`src/rtl/ring_ctrl_pkg.sv`:
```
// ----------------------------------------------------------------------------
// ring_ctrl_pkg
//
// Shared types and constants for the ring counter control stage.
//   speed_t        - 2-bit step speed index (0 = slowest)
//   SPEED_STEPS    - number of selectable speeds; the index wraps at this value
//   DB_CYCLES_DEF  - default debounce length (10 ms at 50 MHz)
//   BASE_DIV_DEF   - default tick period at speed 0 (0.5 s at 50 MHz)
//   DIV_W          - width of the tick divider counter
//   tick_term()    - terminal count of the divider for a given speed
// ----------------------------------------------------------------------------
package ring_ctrl_pkg;

    typedef logic [1:0] speed_t;

    localparam int SPEED_STEPS   = 4;
    localparam int DB_CYCLES_DEF = 500000;
    localparam int BASE_DIV_DEF  = 25000000;
    localparam int DIV_W         = 32;

    // Each speed step halves the tick period; the divider wraps at period-1.
    function automatic logic [DIV_W-1:0] tick_term(input logic [DIV_W-1:0] base,
                                                   input speed_t          spd);
        return (base >> spd) - DIV_W'(1);
    endfunction

endpackage

```
`src/rtl/btn_debounce.sv`:
```
// ----------------------------------------------------------------------------
// btn_debounce
//
// Conditions one raw push-button: two-flop synchronizer, debounce counter
// and a one-cycle pulse on each accepted press (stable 0->1 transition).
// Releases are debounced the same way but produce no pulse.
//
// Ports:
//   mclk   in   system clock, rising edge
//   rst    in   synchronous active-high reset
//   btn    in   raw asynchronous button level, active high
//   press  out  registered one-cycle pulse per accepted press
//
// Parameter:
//   DB_CYCLES  consecutive stable cycles needed to accept a new level (>= 2)
// ----------------------------------------------------------------------------
module btn_debounce #(
    parameter int DB_CYCLES = 500000
) (
    input  logic mclk,
    input  logic rst,
    input  logic btn,
    output logic press
);

    localparam int                CNT_W    = $clog2(DB_CYCLES);
    localparam logic [CNT_W-1:0]  CNT_LAST = CNT_W'(DB_CYCLES - 1);

    logic             sync1;
    logic             sync2;
    logic             stb;
    logic             stb_q;
    logic [CNT_W-1:0] db_cnt;

    // NOTE: every register here is updated with <= so all of them sample the
    // pre-edge values; blocking assignments would let sync2 see this edge's
    // sync1 and collapse the synchronizer into a single flop.
    always_ff @(posedge mclk) begin
        if (rst) begin
            sync1  <= 1'b0;
            sync2  <= 1'b0;
            stb    <= 1'b0;
            stb_q  <= 1'b0;
            db_cnt <= '0;
            press  <= 1'b0;
        end else begin
            // sync1 may go metastable; only sync2 is used by the logic below.
            sync1 <= btn;
            sync2 <= sync1;

            // Any sample that agrees with the stable level restarts the count,
            // so only an uninterrupted run of DB_CYCLES new samples is accepted.
            if (sync2 != stb) begin
                if (db_cnt == CNT_LAST) begin
                    stb    <= sync2;
                    db_cnt <= '0;
                end else begin
                    db_cnt <= db_cnt + CNT_W'(1);
                end
            end else begin
                db_cnt <= '0;
            end

            stb_q <= stb;
            press <= stb & ~stb_q;
        end
    end

endmodule

```
`src/rtl/ring_step_ctrl.sv`:
```
// ----------------------------------------------------------------------------
// ring_step_ctrl
//
// Control stage for the 8-bit ring counter. Debounces a direction button and
// a speed button, and produces a one-cycle step enable at one of four rates so
// the ring counter can run on mclk instead of a divided clock.
//
// Ports:
//   mclk       in   system clock, rising edge
//   rst        in   synchronous active-high reset
//   btn_dir    in   raw direction button; each press toggles mode
//   btn_speed  in   raw speed button; each press advances speed modulo 4
//   btn_pause  in   raw pause button (RING_STEP_PAUSE_EN only)
//   mode       out  shift direction, 1 = right, 0 = left
//   speed      out  current speed index 0..3
//   step_tick  out  registered one-cycle step enable
//   paused     out  1 while ticking is suspended (RING_STEP_PAUSE_EN only)
//
// Parameters:
//   DB_CYCLES  debounce length in mclk cycles (>= 2)
//   BASE_DIV   tick period at speed 0 in mclk cycles (>= 8); speed n divides
//              it by 2^n
//
// Build option:
//   RING_STEP_PAUSE_EN  adds the pause button; while paused the divider holds
//                       its count and no ticks are issued.
// ----------------------------------------------------------------------------
module ring_step_ctrl
    import ring_ctrl_pkg::*;
#(
    parameter int DB_CYCLES = DB_CYCLES_DEF,
    parameter int BASE_DIV  = BASE_DIV_DEF
) (
    input  logic       mclk,
    input  logic       rst,
    input  logic       btn_dir,
    input  logic       btn_speed,
`ifdef RING_STEP_PAUSE_EN
    input  logic       btn_pause,
    output logic       paused,
`endif
    output logic       mode,
    output logic [1:0] speed,
    output logic       step_tick
);

    logic             press_dir;
    logic             press_speed;
    logic             hold;
    speed_t           speed_q;
    logic [DIV_W-1:0] div_cnt;
    logic [DIV_W-1:0] term;

    btn_debounce #(.DB_CYCLES(DB_CYCLES)) u_db_dir (
        .mclk  (mclk),
        .rst   (rst),
        .btn   (btn_dir),
        .press (press_dir)
    );

    btn_debounce #(.DB_CYCLES(DB_CYCLES)) u_db_speed (
        .mclk  (mclk),
        .rst   (rst),
        .btn   (btn_speed),
        .press (press_speed)
    );

`ifdef RING_STEP_PAUSE_EN
    logic press_pause;

    btn_debounce #(.DB_CYCLES(DB_CYCLES)) u_db_pause (
        .mclk  (mclk),
        .rst   (rst),
        .btn   (btn_pause),
        .press (press_pause)
    );

    always_ff @(posedge mclk) begin
        if (rst) begin
            paused <= 1'b0;
        end else begin
            paused <= paused ^ press_pause;
        end
    end

    assign hold = paused;
`else
    assign hold = 1'b0;
`endif

    assign speed = speed_q;

    always_comb begin
        term = tick_term(DIV_W'(BASE_DIV), speed_q);
    end

    always_ff @(posedge mclk) begin
        if (rst) begin
            mode      <= 1'b0;
            speed_q   <= '0;
            div_cnt   <= '0;
            step_tick <= 1'b0;
        end else begin
            mode <= mode ^ press_dir;

            // A speed change restarts the period from zero; otherwise a count
            // already past the new, smaller terminal value would have to wrap
            // the full 32-bit range before the next tick. It takes priority
            // over pause so the restart also applies while paused.
            if (press_speed) begin
                speed_q   <= speed_t'((int'(speed_q) + 1) % SPEED_STEPS);
                div_cnt   <= '0;
                step_tick <= 1'b0;
            end else if (hold) begin
                step_tick <= 1'b0;
            end else if (div_cnt == term) begin
                div_cnt   <= '0;
                step_tick <= 1'b1;
            end else begin
                div_cnt   <= div_cnt + DIV_W'(1);
                step_tick <= 1'b0;
            end
        end
    end

endmodule

```
`config.mk`:
```
export PLATFORM = sky130hd
export DESIGN_NAME = ring_step_ctrl
export DESIGN_NICKNAME = d
export VERILOG_FILES = /design/src/rtl/ring_ctrl_pkg.sv /design/src/rtl/btn_debounce.sv /design/src/rtl/ring_step_ctrl.sv
export SDC_FILE = /design/constraint.sdc
export NUM_CORES = 1
export LEC_CHECK = 0
export CORE_MARGIN = 2
export CORE_UTILIZATION = 55
export DETAILED_ROUTE_END_ITERATION = 8
export GPL_TIMING_DRIVEN = 0
export PLACE_DENSITY = 0.72
export SYNTH_ARGS = -nofsm -noshare
export SYNTH_HDL_FRONTEND = slang
export SYNTH_SLANG_ARGS = --single-unit
```
`constraint.sdc`:
```
create_clock -name mclk -period 3.2 [get_ports mclk]
set_input_delay 0.64 -clock mclk [delete_from_list [all_inputs] [get_ports mclk]]
set_output_delay 0.64 -clock mclk [all_outputs]
set_load 0.05 [all_outputs]
```
=== After elaboration in Yosys (flattened, before gate mapping) ===
Cells that the tools add are included.

* $add $sub $neg: 5
* Equal/unequal tests: 5
* Shift-type cells: 1
* Multiplexer cells: 1
* Bitwise operators: 7
* Reductions and logical operators: 6

{| class="wikitable"
|+ Operators by type and width
! kind !! number
|-
| $add A19 B1 Y19 const B || 2
|-
| $eq A19 B19 Y1 const B || 2
|-
| $add A32 B1 Y32 const B || 1
|-
| $eq A32 B32 Y1 || 1
|-
| $shr A25 B2 Y32 const A || 1
|-
| $sub A32 B1 Y32 const B || 1
|-
| $reduce_or A3 Y1 || 3
|-
| $not A1 Y1 || 4
|-
| $reduce_and A2 Y1 || 2
|-
| $add A2 B1 Y2 const B || 1
|-
| $and A1 B1 Y1 || 2
|-
| $ne A1 B1 Y1 || 2
|-
| $reduce_or A2 Y1 || 1
|-
| $mux W1 || 1
|-
| $xor A1 B1 Y1 || 1
|}

* Register bits: 84
* Output and inout port bits: 4
* Word-level logic and storage cells: 41

=== Longest topological paths before layout ===
* Depth after elaboration: 4
* Depth in mapped cells: 10
* Gate-level depth less buffers: 9

=== Hierarchy ===
A second synthesis with hierarchy kept.

* Cell total of the unflattened synthesis: 445
* Area, all modules: 4095.2 µm²

{| class="wikitable"
|+ By module, submodules not included
! module !! instances !! cells each !! area each (µm²) !! seq. area each (µm²)
|-
| ring_step_ctrl || 1 || 223 || 2055.7 || 720.7
|-
| btn_debounce || 2 || 111 || 1019.7 || 480.5
|}

=== Worst setup path before layout ===
No wires, ideal clock.

* Kind: register to register
* Start: reg speed_q[0] (netlist: speed[0])
* End: reg div_cnt[21]
* Setup time: 0.115 ns
* Arrival time: 3.070 ns
* Required time: 3.085 ns
* Path slack: 0.016 ns
* Stages on the path, launching flop included: 9
* Cells stage by stage: dfxtp_1 > inv_1 > ha_1 > or2_1 > or4_1 > a2111o_1 > o31ai_4 > buf_6 > nor2_1

* Word-level cells in the longest chain between the ends: 4

{| class="wikitable"
|+ RTL lines
! element !! line !! RTL
|-
| start, declared || ring_step_ctrl.sv:50 || <nowiki>speed_t speed_q;</nowiki>
|-
| start signal, assigned || ring_step_ctrl.sv:111 || <nowiki>speed_q <= speed_t'((int'(speed_q) + 1) % SPEED_STEPS);</nowiki>
|-
| $shr A25 B2 Y32 || ring_ctrl_pkg.sv:24 || <nowiki>return (base >> spd) - DIV_W'(1);</nowiki>
|-
| $sub A32 B1 Y32 || ring_ctrl_pkg.sv:24 ||
|-
| $eq A32 B32 Y1 || ring_step_ctrl.sv:116 || <nowiki>end else if (div_cnt == term) begin</nowiki>
|-
| $reduce_or A3 Y1 (no source line) || - ||
|-
| end signal, assigned || ring_step_ctrl.sv:120 || <nowiki>div_cnt <= div_cnt + DIV_W'(1);</nowiki>
|-
| end, declared || ring_step_ctrl.sv:51 || <nowiki>logic [DIV_W-1:0] div_cnt;</nowiki>
|}

Every way passes these cells.
A chain may end at the register's enable or synchronous reset.

=== Worst setup path in the final report ===
* Start: reg speed_q[0] (netlist: speed[0])
* End: reg div_cnt[18]

Same word-level chain as after synthesis.

==> flow_summary.json <==
{
  "synth_top_cells_by_count": "nor2_1, dfxtp_1, xnor2_1",
  "synth_top_family_by_area": "simple AND/OR/NAND/NOR gates",
  "setup_viol": 0,
  "synth_top_area_share_pct": 43.3,
  "powerDensity_nw_per_um2": 424,
  "first_iter_violations": 122,
  "worstSetupPathType": "flop to flop",
  "num_antenna_cells": 0,
  "p_int_mw": 1.44,
  "syn_nets": 457,
  "core_area_sq_um": 6790,
  "critPathRequiredTime_ns": 3.45,
  "synth_top_cell_by_area": "dfxtp_1",
  "cts_root_buffer": "clkbuf_8",
  "wl_microns": 7250,
  "slew_headroom_pct": 26.7,
  "combPwrFrac_pct": 2.2,
  "synth.cell_area_sq_um": 3880,
  "ant_nets": 0,
  "die_h_microns": 88.0,
  "synth_most_common_cell": "nor2_1",
  "clock_skew_ns": 0.00507,
  "crit_path_end_kind": "flop",
  "cp_max_fo": 10,
  "ys_warn_count": 0,
  "synthArstFlopShare_pct": 0,
  "globalRoute.totalOverflow": 0,
  "setup.worst_path.start_class": "flop",
  "yosys-top-cells-area": "dfxtp_1, xnor2_1, nor2_1",
  "nets": 479,
  "finalInstanceArea_sq_um": 4290,
  "setup_tns_ns": 0,
  "ios": 8,
  "synthCells": 441,
  "die_width_microns": 88.0,
  "synth-compound-area-share_pct": 2.03,
  "gp_congestion": 0.905,
  "fmax_mhz": 326,
  "synth.avg_cell_area_sq_um": 8.80,
  "p_switching_mw": 0.381,
  "rsz0062_at_grt": "no",
  "grt_pass1_wl_microns": 12300,
  "drive_above_1_share_pct": 5.38,
  "clockPowerShare_pct": 39.8,
  "synthMuxAreaShare_pct": 0.774,
  "grt_max_degree": 13,
  "cts_tree": "yes",
  "path_clk_slew_ns": 0.08,
  "grt_pass1_vias": 2690,
  "antenna_found_initial": 0,
  "synth-xor-area-share_pct": 17.6,
  "r2r_start": "speed[0]",
  "hold_viol": 0,
  "hp-class": "flop to flop",
  "power_mw": 1.82,
  "first_pass_iters": 4,
  "hold_path.startpoint": "u_db_dir.stb_q",
  "ys.flop_type": "dfxtp_1",
  "ctsHtreeMaxLevel": 3,
  "grt_usage_pct": 20.5,
  "wl_per_cell_microns": 12.9,
  "rows": 30,
  "crit_start": "speed[0]",
  "routed-via-count": 2975,
  "numCtsBuffers": 9,
  "synth-edff-count": 0,
  "switching_share_pct": 21.0,
  "leakage_nw": 1.40,
  "max-clock-path-buffers": 2,
  "finalCritPeriodShare_pct": 95.9,
  "vdd_ir_drop_max_v": 0.000267,
  "insertion_delay_ns": 0.35,
  "viasPerCell": 5.30,
  "post_cts_resized": 0,
  "ys_seq_area_share_pct": 43.3,
  "status": "finished clean",
  "floorplan.initialDensity_pct": 57.1,
  "min_period_ns": 3.07,
  "cts.sinks": 84,
  "crit_arrival_ns": 3.32,
  "tightest_slew_ns": 1.09,
  "ys_seq_elements": 84,
  "slew_violations": 0,
  "numPortBuffers": 7,
  "placed_cell_area_sq_um": 4070,
  "ys_types": 40,
  "area_delta_synth_final_pct": 10.6,
  "cap_violations": 0,
  "die_area_sq_um": 7740,
  "synthAdderAreaFrac_pct": 3.87,
  "dp_hpwl_microns": 5100,
  "seqPwrFrac_pct": 58.0,
  "drc": 0,
  "synthSimpleGateAreaFrac_pct": 29.6
}
## timing repair
| item | CTS | global route |
|---|---|---|
| endpoints found under the setup margin | 16 | 0 |
| buffers inserted | 4 | 0 |
| hold buffers | 0 | 0 |
## layout by cell type (no fill, tap or decap), types with 2 or more instances in the layout
cell type / Yosys / routed
nor2_1: 96 / 96
dfxtp_1: 84 / 84
xnor2_1: 44 / 44
xor2_1: 34 / 34
nand3_1: 25 / 25
nand2_1: 25 / 25
nand4_1: 17 / 17
inv_1: 16 / 16
ha_1: 12 / 12
nor3_1: 11 / 11
clkbuf_8: 0 / 10
and4_1: 9 / 9
nor2b_1: 8 / 8
clkbuf_1: 6 / 7
and3_1: 7 / 7
clkdlybuf4s50_1: 0 / 7
nor4_1: 6 / 6
or3_1: 3 / 3
mux2i_1: 3 / 3
nor3b_1: 3 / 3
nor4b_1: 3 / 3
nand2b_1: 3 / 3
buf_4: 0 / 3
or4_1: 2 / 2
and2_1: 2 / 2
or2_2: 2 / 2
a31oi_1: 2 / 2
o22ai_1: 2 / 2
buf_6: 2 / 2
## per-stage QoR
stage	hold WS, ns	worst slack [ns]	utilization [%]	std cells
after floorplan	0.367	0.0155	-	441
after global placement	0.374	0.0181	59.9	544
after detailed placement	0.375	-0.00630	59.9	544
after CTS	0.386	0.155	63.2	561
after global routing	0.414	0.00786	63.2	561
final	0.384	0.130	63.2	561
## area by class of cell
class                           count  area [sq um]
Inverter                           16          60.1
Clock buffer                       11           141
Buffer                              9          48.8
Multi-Input combinational cell    332          2090
Timing Repair Buffer               11           113
Sequential cell                    84          1680
Fill cell                         593          2500
Clock inverter                      2          37.5
Tap cell                           96           120
## power groups by stage
stage,combinational [mW],sequential (mW),clock [mW]
6_report,0.0401,1.05,0.725
5_1_grt,0.0442,1.06,0.785
4_1_cts,0.0405,1.05,0.743
3_5_place_dp,0.0343,1.08,0
3_3_place_gp,0.0334,1.08,0
2_1_floorplan,0.0224,1.08,0
## cell families after synthesis
logic type / count (synthesis)
and+or+nand+nor: 230
DFF: 84
xor gates and xnor gates: 78
buffers and inverters: 25
adders and majority gates: 12
AOI/OAI and AO/OA: 9
muxes: 3
## path summary, 6_finish.rpt
kind	endpoint	slack (ns)	cells past startpoint
setup / recovery	div_cnt[18]	0.13	9
hold / removal	u_db_dir.press	0.38	1
setup reg to reg	div_cnt[18]	0.13	9
hold reg to reg	u_db_dir.press	0.38	1
## flip-flops by register name, summed over array words and instances (netlist names)
signal / flops
mode: 1
u_db_dir.db_cnt: 19
div_cnt: 32
u_db_dir.sync1: 1
u_db_speed.stb_q: 1
u_db_speed.stb: 1
u_db_dir.stb: 1
u_db_dir.stb_q: 1
u_db_speed.press: 1
speed: 2
u_db_dir.sync2: 1
u_db_dir.press: 1
u_db_speed.sync2: 1
step_tick: 1
u_db_speed.sync1: 1
u_db_speed.db_cnt: 19
## worst max-delay path, cell delays in order, from the launching register on
cell and delay, ns:
dfxtp_1 0.54, inv_1 0.16, ha_1 0.32, or2_1 0.30, or4_1 0.51, a2111o_1 0.47
o31ai_4 0.29, buf_12 0.16, buf_6 0.15, nor2_1 0.06
## layer usage
layer / vias to the layer above / wire length [microns] / GRT usage (%)
met5: - / 0 / 0
met4: 0 / 120 / 9.23
met3: 10 / 275 / 5.18
met2: 51 / 3230 / 31.3
met1: 1401 / 3620 / 27.3
li1: 1513 / - / -
(Power assumes the default switching activity.)
